==> config.mk <==
export PLATFORM = sky130hd
export DESIGN_NAME = week5_rr_arbiter4_flat
export DESIGN_NICKNAME = d
export VERILOG_FILES = /design/src/rtl/week5_pkg.sv /design/src/rtl/week5_rr_arbiter4_if.sv /design/src/rtl/onehot4_to_idx.sv /design/src/rtl/week5_rr_arbiter4.sv /design/src/flat_wrapper.sv
export SDC_FILE = /design/constraint.sdc
export NUM_CORES = 1
export LEC_CHECK = 0
export CELL_PAD_IN_SITES_DETAIL_PLACEMENT = 0
export CELL_PAD_IN_SITES_GLOBAL_PLACEMENT = 1
export CORE_AREA = 2 2 51 53
export CTS_CLUSTER_DIAMETER = 30
export DETAILED_ROUTE_END_ITERATION = 10
export DIE_AREA = 0 0 53 55
export PLACE_DENSITY = 0.75
export SYNTH_ARGS = -nofsm -noshare
export SYNTH_HDL_FRONTEND = slang
export SYNTH_SLANG_ARGS = --single-unit
==> constraint.sdc <==
create_clock -name clk -period 7.2 [get_ports clk]
set_input_delay 2.16 -clock clk [delete_from_list [all_inputs] [get_ports clk]]
set_output_delay 2.16 -clock clk [all_outputs]
set_load 0.03 [all_outputs]
==> src/rtl/week5_pkg.sv <==
// Shared constants and types for the four-requester round-robin arbiter.
package week5_pkg;

  localparam int NUM_REQ = 4;
  localparam int IDX_W   = 2;

  localparam logic IDLE  = 1'b0;
  localparam logic GRANT = 1'b1;

  typedef logic [NUM_REQ-1:0] req_vec_t;
  typedef logic [IDX_W-1:0]   req_idx_t;

endpackage : week5_pkg

==> src/rtl/week5_rr_arbiter4_if.sv <==
// Request/grant bundle between the requesters (master) and the arbiter (slave).
interface week5_rr_arbiter4_if;
  import week5_pkg::*;

  req_vec_t req;
  logic     done;
  req_vec_t gnt;
  req_idx_t gnt_idx;
  logic     gnt_valid;
  logic     timeout;

  modport master (
    output req,
    output done,
    input  gnt,
    input  gnt_idx,
    input  gnt_valid,
    input  timeout
  );

  modport slave (
    input  req,
    input  done,
    output gnt,
    output gnt_idx,
    output gnt_valid,
    output timeout
  );

endinterface : week5_rr_arbiter4_if

==> src/rtl/onehot4_to_idx.sv <==
// Combinational 4-to-2 encoder; an all-zero (or malformed) vector encodes to 0.
module onehot4_to_idx
  import week5_pkg::*;
(
  input  req_vec_t onehot_i,
  output req_idx_t idx_o
);

  always_comb begin
    idx_o = '0;
    unique case (onehot_i)
      4'b0010: idx_o = 2'd1;
      4'b0100: idx_o = 2'd2;
      4'b1000: idx_o = 2'd3;
      default: idx_o = 2'd0;
    endcase
  end

endmodule : onehot4_to_idx

==> src/rtl/week5_rr_arbiter4.sv <==
// Four-requester round-robin arbiter with done/drop/timeout release and
// same-edge handoff to the next requester in rotating priority order.
module week5_rr_arbiter4
  import week5_pkg::*;
#(
  parameter int unsigned MAX_HOLD = 8
) (
  input logic                 clk,
  input logic                 rst,
  week5_rr_arbiter4_if.slave  bus
);

  localparam int unsigned CntW = $clog2(MAX_HOLD);
  localparam logic [CntW-1:0] HoldLast = CntW'(MAX_HOLD - 1);

  logic            state_q, state_d;
  req_idx_t        ptr_q, ptr_d;
  req_idx_t        owner_q, owner_d;
  logic [CntW-1:0] hold_cnt_q, hold_cnt_d;
  req_vec_t        gnt_q, gnt_d;
  req_idx_t        gnt_idx_q, gnt_idx_d;
  logic            gnt_valid_q, gnt_valid_d;
  logic            timeout_q, timeout_d;

  logic     hold_hit;
  logic     rel_hit;
  req_idx_t ptr_sel;
  req_idx_t cand;
  logic     sel_found;
  req_idx_t sel_idx;
  req_vec_t sel_onehot;

  assign hold_hit = (hold_cnt_q == HoldLast);
  assign rel_hit  = (state_q == GRANT) &&
                    (bus.done || !bus.req[owner_q] || hold_hit);

  // On release the old owner drops to lowest priority before the rescan.
  assign ptr_sel = rel_hit ? owner_q + IDX_W'(1) : ptr_q;

  always_comb begin
    sel_found = 1'b0;
    sel_idx   = '0;
    cand      = '0;
    for (int k = 0; k < NUM_REQ; k++) begin
      cand = ptr_sel + IDX_W'(k);
      if (!sel_found && bus.req[cand]) begin
        sel_found = 1'b1;
        sel_idx   = cand;
      end
    end
  end

  assign sel_onehot = req_vec_t'(1) << sel_idx;

  always_comb begin
    state_d    = state_q;
    ptr_d      = ptr_q;
    owner_d    = owner_q;
    hold_cnt_d = hold_cnt_q;
    gnt_d      = gnt_q;
    timeout_d  = 1'b0;

    if (state_q == IDLE) begin
      gnt_d = '0;
      if (sel_found) begin
        state_d    = GRANT;
        owner_d    = sel_idx;
        gnt_d      = sel_onehot;
        hold_cnt_d = '0;
      end
    end else if (rel_hit) begin
      ptr_d      = ptr_sel;
      timeout_d  = hold_hit;
      hold_cnt_d = '0;
      if (sel_found) begin
        owner_d = sel_idx;
        gnt_d   = sel_onehot;
      end else begin
        state_d = IDLE;
        gnt_d   = '0;
      end
    end else begin
      hold_cnt_d = hold_cnt_q + CntW'(1);
    end

    gnt_valid_d = |gnt_d;
  end

  onehot4_to_idx u_enc (
    .onehot_i (gnt_d),
    .idx_o    (gnt_idx_d)
  );

  always_ff @(posedge clk) begin
    if (rst) begin
      state_q     <= IDLE;
      ptr_q       <= '0;
      owner_q     <= '0;
      hold_cnt_q  <= '0;
      gnt_q       <= '0;
      gnt_idx_q   <= '0;
      gnt_valid_q <= 1'b0;
      timeout_q   <= 1'b0;
    end else begin
      state_q     <= state_d;
      ptr_q       <= ptr_d;
      owner_q     <= owner_d;
      hold_cnt_q  <= hold_cnt_d;
      gnt_q       <= gnt_d;
      gnt_idx_q   <= gnt_idx_d;
      gnt_valid_q <= gnt_valid_d;
      timeout_q   <= timeout_d;
    end
  end

  assign bus.gnt       = gnt_q;
  assign bus.gnt_idx   = gnt_idx_q;
  assign bus.gnt_valid = gnt_valid_q;
  assign bus.timeout   = timeout_q;

endmodule : week5_rr_arbiter4

==> src/flat_wrapper.sv <==
// flat-port wrapper written by rule: the top's interface ports become plain ports
module week5_rr_arbiter4_flat import week5_pkg::*;
#(
  parameter int unsigned MAX_HOLD = 8
)
  (clk, rst, bus_req, bus_done, bus_gnt, bus_gnt_idx, bus_gnt_valid, bus_timeout);
  week5_rr_arbiter4_if bus_i ();
  input logic clk;
  input logic rst;
  input wire logic [$bits(bus_i.req)-1:0] bus_req;
  input wire logic [$bits(bus_i.done)-1:0] bus_done;
  output wire logic [$bits(bus_i.gnt)-1:0] bus_gnt;
  output wire logic [$bits(bus_i.gnt_idx)-1:0] bus_gnt_idx;
  output wire logic [$bits(bus_i.gnt_valid)-1:0] bus_gnt_valid;
  output wire logic [$bits(bus_i.timeout)-1:0] bus_timeout;
  assign bus_i.req = bus_req;
  assign bus_i.done = bus_done;
  assign bus_gnt = bus_i.gnt;
  assign bus_gnt_idx = bus_i.gnt_idx;
  assign bus_gnt_valid = bus_i.gnt_valid;
  assign bus_timeout = bus_i.timeout;
  week5_rr_arbiter4 #(.MAX_HOLD(MAX_HOLD)) u_core (.clk(clk), .rst(rst), .bus(bus_i));
endmodule
Word-level counts from Yosys, hierarchy flattened:

Cells that the tools add are included.

* bits in registers: 16
* input port bits: 7
* output and inout port bits: 8

* $add $sub $neg: 5
* $lt $le $gt $ge: 5
* equality and inequality tests: 5
* shift operators: 1
* multiplexer cells: 32
* bitwise logic cells: 2
* reduce and logical (&&, ||, !) cells: 14

Operators by type and width (count)
* two-way mux 2 bit: 8
* < comparator 2 x 3 -> 1 bit (second input constant): 5
* two-way mux 1 bit: 12
* two-way mux 4 bit: 3
* binary-select mux 1 bit (select 2 bit): 5
* two-way mux 3 bit: 3
* case mux 2 bit (3 select lines): 1
* adder 2 x 1 -> 2 bit (second input constant): 2
* adder 2 bit (second input constant): 2
* equality test 4 x 2 -> 1 bit (second input constant): 1
* equality test 4 x 3 -> 1 bit (second input constant): 1
* equality test 4 bit (second input constant): 1
* logical AND 1 bit: 4
* zero test 1 bit: 4
* OR reduction 4 bit: 1
* << shifter 1 x 2 -> 4 bit (first input constant): 1
* adder 3 x 1 -> 3 bit (second input constant): 1
* equality test 3 bit (second input constant): 1
* OR reduction 3 bit: 1
* logical OR 1 bit: 2
* inequality test 2 bit (second input constant): 1
* inverter 1 bit: 2
* AND reduction 2 bit: 1
* nonzero test 2 bit: 1

Depth between registers and ports, before layout:

* depth after elaboration: 25
* mapped depth: 9
* mapped depth without buffers: 9

Hierarchy:

A second synthesis with hierarchy kept.

* cell total of the unflattened synthesis: 108
* area, all modules: 937.1 µm²

By module, submodules not included
* week5_rr_arbiter4: times used 1, cells each 104, area an instance 899.6 µm², seq. area each 320.3 µm²
* onehot4_to_idx: times used 1, cells each 4, area an instance 37.5 µm², seq. area each 0.0 µm²

Worst setup path after synthesis:

No wires, ideal clock.

* path kind: input to register
* start point: input port bus_req[3]
* end point: register u_core.gnt_idx_q[1], in the netlist u_core.bus.gnt_idx[1]
* arrival: 4024 ps
* setup slack: 3061 ps
* cell stages on the path: 7
* path through: mux4_2 -> a21oi_2 -> mux2i_1 -> o21ai_1 -> a221o_1 -> xor2_1 -> and3_1

* cells in the longest elaborated chain, start to end: 25
* elaborated cells on any way between the ends: 40

Ends and longest elaborated chain
* start: declaration: line flat_wrapper.sv:10 `input wire logic [$bits(bus_i.req)-1:0] bus_req;`
* parallel branches: the longest is 22 deep, another holds adder 2 x 1 -> 2 bit
* two-way mux 4 bit *: line week5_rr_arbiter4.sv:63 `if (state_q == IDLE) begin`
* equality test 4 bit, or another cell as far along: line onehot4_to_idx.sv:11 `unique case (onehot_i)`
* case mux 2 bit (3 select lines) *: line onehot4_to_idx.sv:11
* end signal: assignment: line week5_rr_arbiter4.sv:110 `gnt_idx_q <= gnt_idx_d;`
* end: declaration: line week5_rr_arbiter4.sv:21 `req_idx_t gnt_idx_q, gnt_idx_d;`

Every way passes the cells marked *. The select of a mux whose other input is x is not followed.
A chain may end at the register's enable or synchronous reset.

Worst setup path in the final report:

* start point: input port bus_req[0]
* end point: register u_core.gnt_idx_q[1], in the netlist u_core.bus.gnt_idx[1]

Same word-level chain as after synthesis.

==> parameters.txt <==
Parameter                              Value

CTS
  CTS tree    yes
  Hold-fix buffers, CTS    0
  Clock transition at the registers of the reported paths    about 0.090 ns
  Setup Fix Bufs, Post-CTS    0
  Number of CTS-inserted buffers    3
  Clock tree sinks    16
  Worst-Skew Late Latency    ~0.3 ns
  Number of H-tree levels    1
  Clk buf depth    2
  Clock root buffer    clkbuf_4
  Resize count post-CTS    0

Synth
  Syn_area_per_cell    ~8.6 µm²
  Share of Yosys cell area claimed by the top area cell type    0.350
  Post-synthesis cell count    106
  Synth Cell Area    between 900 and 1000 µm²
  Count of different cell masters after synthesis    40
  Area contributors post-synth    dfxtp_1 (35%), nor2_1 (7.8%), mux2i_1 (6.6%)
  Mapped Nets    between 100 and 150
  Flop and latch count out of synthesis    16
  Sequential area share after synthesis    0.350
  Post-synth top area cell    dfxtp_1
  Synthesis Warnings    0

Route
  Iteration-0 DRC count of the detailed router    25
  Post-Route WL    roughly 2100 µm
  Detail-routed via count per cell    5.54
  Vias after detailed routing    831
  Drt drc    0
  Routed length per placed instance    around 14 µm
  Number of nets with antenna violations after detailed routing    0
  Number of search-and-repair iterations in the first detailed-routing pass    4

Global route
  Total global-route track usage    0.171
  Total grt overflow    0
  Pin count of the biggest net entering global routing    16
  Via count of the first global-routing pass    785
  Wire length of the first global-routing pass    3580 µm
  Number of antenna violations at the first check in global routing    0

Timing
  Unrepaired setup endpoints after global routing    false
  Final cycle utilization of the critical path    0.636
  Setup TNS    0 ns
  Final worst path period need    approximately 4.6 ns
  Total count of max-transition violations in the final report    0
  Number of failing hold endpoints at the final stage    0
  Final number of setup-violating endpoints    0
  Worst slew pin tran    0.551 ns
  Final worst clock skew    0.00165 ns
  Slew Limit Headroom    0.631
  Top achievable clock speed    218 MHz

Floorplanning
  Horiz. Die Dim    about 53 µm
  Area of the core region    between 2000 and 2500 µm²
  Count of pins on the block boundary    15
  Die area    ~3000 µm²
  Initial cell density of the core    0.387
  Die H    55 µm
  # rows    18

Status
  Result of the run    completed

Critical path
  Startpoint of the worst setup timing path    bus_req[0]
  CP Data Required Time    around 7.4 ns
  Kind of critical path    in -> reg
  Critical-path top delay cell    mux4_2
  Top cell family by delay on the critical path    multiplexers
  CP bufs+invs    1
  List of cells traversed by the critical path    clkdlybuf4s50_1, mux4_2, a21oi_2, mux2i_1, o21ai_1, a221o_1, xor2_1, and3_1
  Arrival time at the worst endpoint    around 4.8 ns
  Slowest cell delay on critical path    a little under 0.6 ns
  Critical-path maximum fanout    8
  CP Launch Type    input pin
  Reg2Reg Launch Point    u_core.owner_q[0]
  Sort of element at the end of the critical path    flip-flop

Cells and area
  Ant. Diodes    0
  Number of fill cells    240
  Post-route cell area    roughly 1100 µm²
  Layout overhead on the synthesized area    20.9%
  Fin util    0.468
  Fraction of layout cells with a size suffix above 1    0.125
  Post-layout nets    130

Power and ir drop
  PD cells    roughly 210 nW/µm²
  Largest vdd supply drop    144 µV
  Switching portion of total power    0.326
  Power share of the clock group    0.266
  LEAKAGE    between 0.4 and 0.5 nW
  Sequential power share    0.441
  Proportion of power drawn by combinational gates    0.293
  Switching power    approximately 0.076 mW
  Internal power component    0.156 mW

Placement
  DPL Wire Length    approximately 1600 µm
  Standard cell area after detailed placement    ~1100 µm²
  Final Wtd Congestion    between 0.8 and 0.9
  Port buffer count    14

Worst hold path
  Hold Path Origin    u_core.hold_cnt_q[1]
  Tightest Hold Check Type    reg -> reg

Flow run
  Max Cap Viol    0
==> through the flow <==
stage	power (mW)	setup WS [ns]	hold WS, ns	std cells
after floorplan	0.151	3.06	0.481	106
after global placement	0.172	2.33	0.492	146
after detailed placement	0.172	2.30	0.514	146
after CTS	0.234	2.62	0.536	150
after global routing	0.246	2.46	0.585	150
final	0.232	2.62	0.527	150
==> tightest hold or removal path, cell delays in order, from the launching register on <==
cell,delay [ns]
dfxtp_1,0.34
a22oi_1,0.08
nor2_1,0.07
==> per-layer routing <==
metal  wire length, µm  up-vias  GRT usage
li1                  -      414          -
met1               977      389      0.234
met2               998       21      0.254
met3                85        7     0.0296
met4                73        0     0.0983
met5                 0        -          0
==> Yosys cell counts <==
cell,number
a21o_4,1
o31ai_1,1
a32oi_1,1
and2b_1,1
a22oi_1,3
a311oi_2,1
a211oi_1,3
and2_1,1
mux2_2,1
xor2_1,2
o22a_2,1
o211ai_1,2
a41oi_1,1
or2b_1,1
a31oi_1,1
nor2_1,19
and3_2,1
a221o_1,1
o21ai_1,1
a2111oi_0,1
and3_1,2
buf_6,1
nor2b_1,2
nand2b_1,3
o21ai_2,1
nand3_1,1
o22ai_1,1
mux4_2,1
a21oi_1,6
nand2_1,3
dfxtp_1,16
clkbuf_1,3
mux2i_1,6
or2_2,3
a21oi_2,1
o21ai_0,3
ha_1,2
a311oi_1,1
inv_1,5
or3_1,1
==> layout make-up <==
class	count	area (µm²)	share of cell area
Clock buffer	4	36.3	0.0328
Inverter	5	18.8	0.0169
Multi-Input combinational cell	81	554	0.501
Sequential cell	16	320	0.289
Tap cell	30	37.5	0.0339
Timing Repair Buffer	14	140	0.127
==> placed cells by master (no fill, tap or decap), types with 2 or more instances in the layout <==
cell type / n
clkdlybuf4s50_1: 14
nand2_1: 3
nor2_1: 19
a22oi_1: 3
nand2b_1: 3
mux2i_1: 6
o211ai_1: 2
a21oi_1: 6
a211oi_1: 3
o21ai_0: 3
or2_2: 3
inv_1: 5
clkbuf_4: 3
dfxtp_1: 16
nor2b_1: 2
and3_1: 2
xor2_1: 2
ha_1: 2
==> final timing paths <==
kind                                               to  slack (ns)  cells after the start
worst max-delay path            u_core.bus.gnt_idx[1]        2.62                      8
worst min-delay path             u_core.hold_cnt_q[1]        0.53                      2
worst max register to register  u_core.bus.gnt_idx[1]        4.51                      7
worst min register to register   u_core.hold_cnt_q[1]        0.53                      2
==> power groups by stage <==
stage	clock, mW	sequential, mW	combinational [mW]
final	0.0616	0.102	0.0680
after global routing	0.0674	0.103	0.0751
after CTS	0.0636	0.102	0.0682
after detailed placement	0	0.104	0.0678
after global placement	0	0.104	0.0674
after floorplan	0	0.109	0.0418
==> registers in the layout (all words and copies together) (netlist names) <==
| register | count |
|---|---|
| u_core.bus.gnt | 4 |
| u_core.state_q | 1 |
| u_core.ptr_q | 2 |
| u_core.hold_cnt_q | 3 |
| u_core.bus.timeout | 1 |
| u_core.bus.gnt_idx | 2 |
| u_core.owner_q | 2 |
| u_core.bus.gnt_valid | 1 |
==> logic make-up (layout without fill, tap and decap cells) <==
family	after synthesis	after routing	share of synthesized area
fa+ha+maj	2	2	0.0273
buf+inv	9	23	0.0451
simple gates	38	38	0.202
flops	16	16	0.350
compound gates	31	31	0.254
xor+xnor	2	2	0.0191
mux	8	8	0.102
Note: power is estimated with default switching activity, not from simulation.
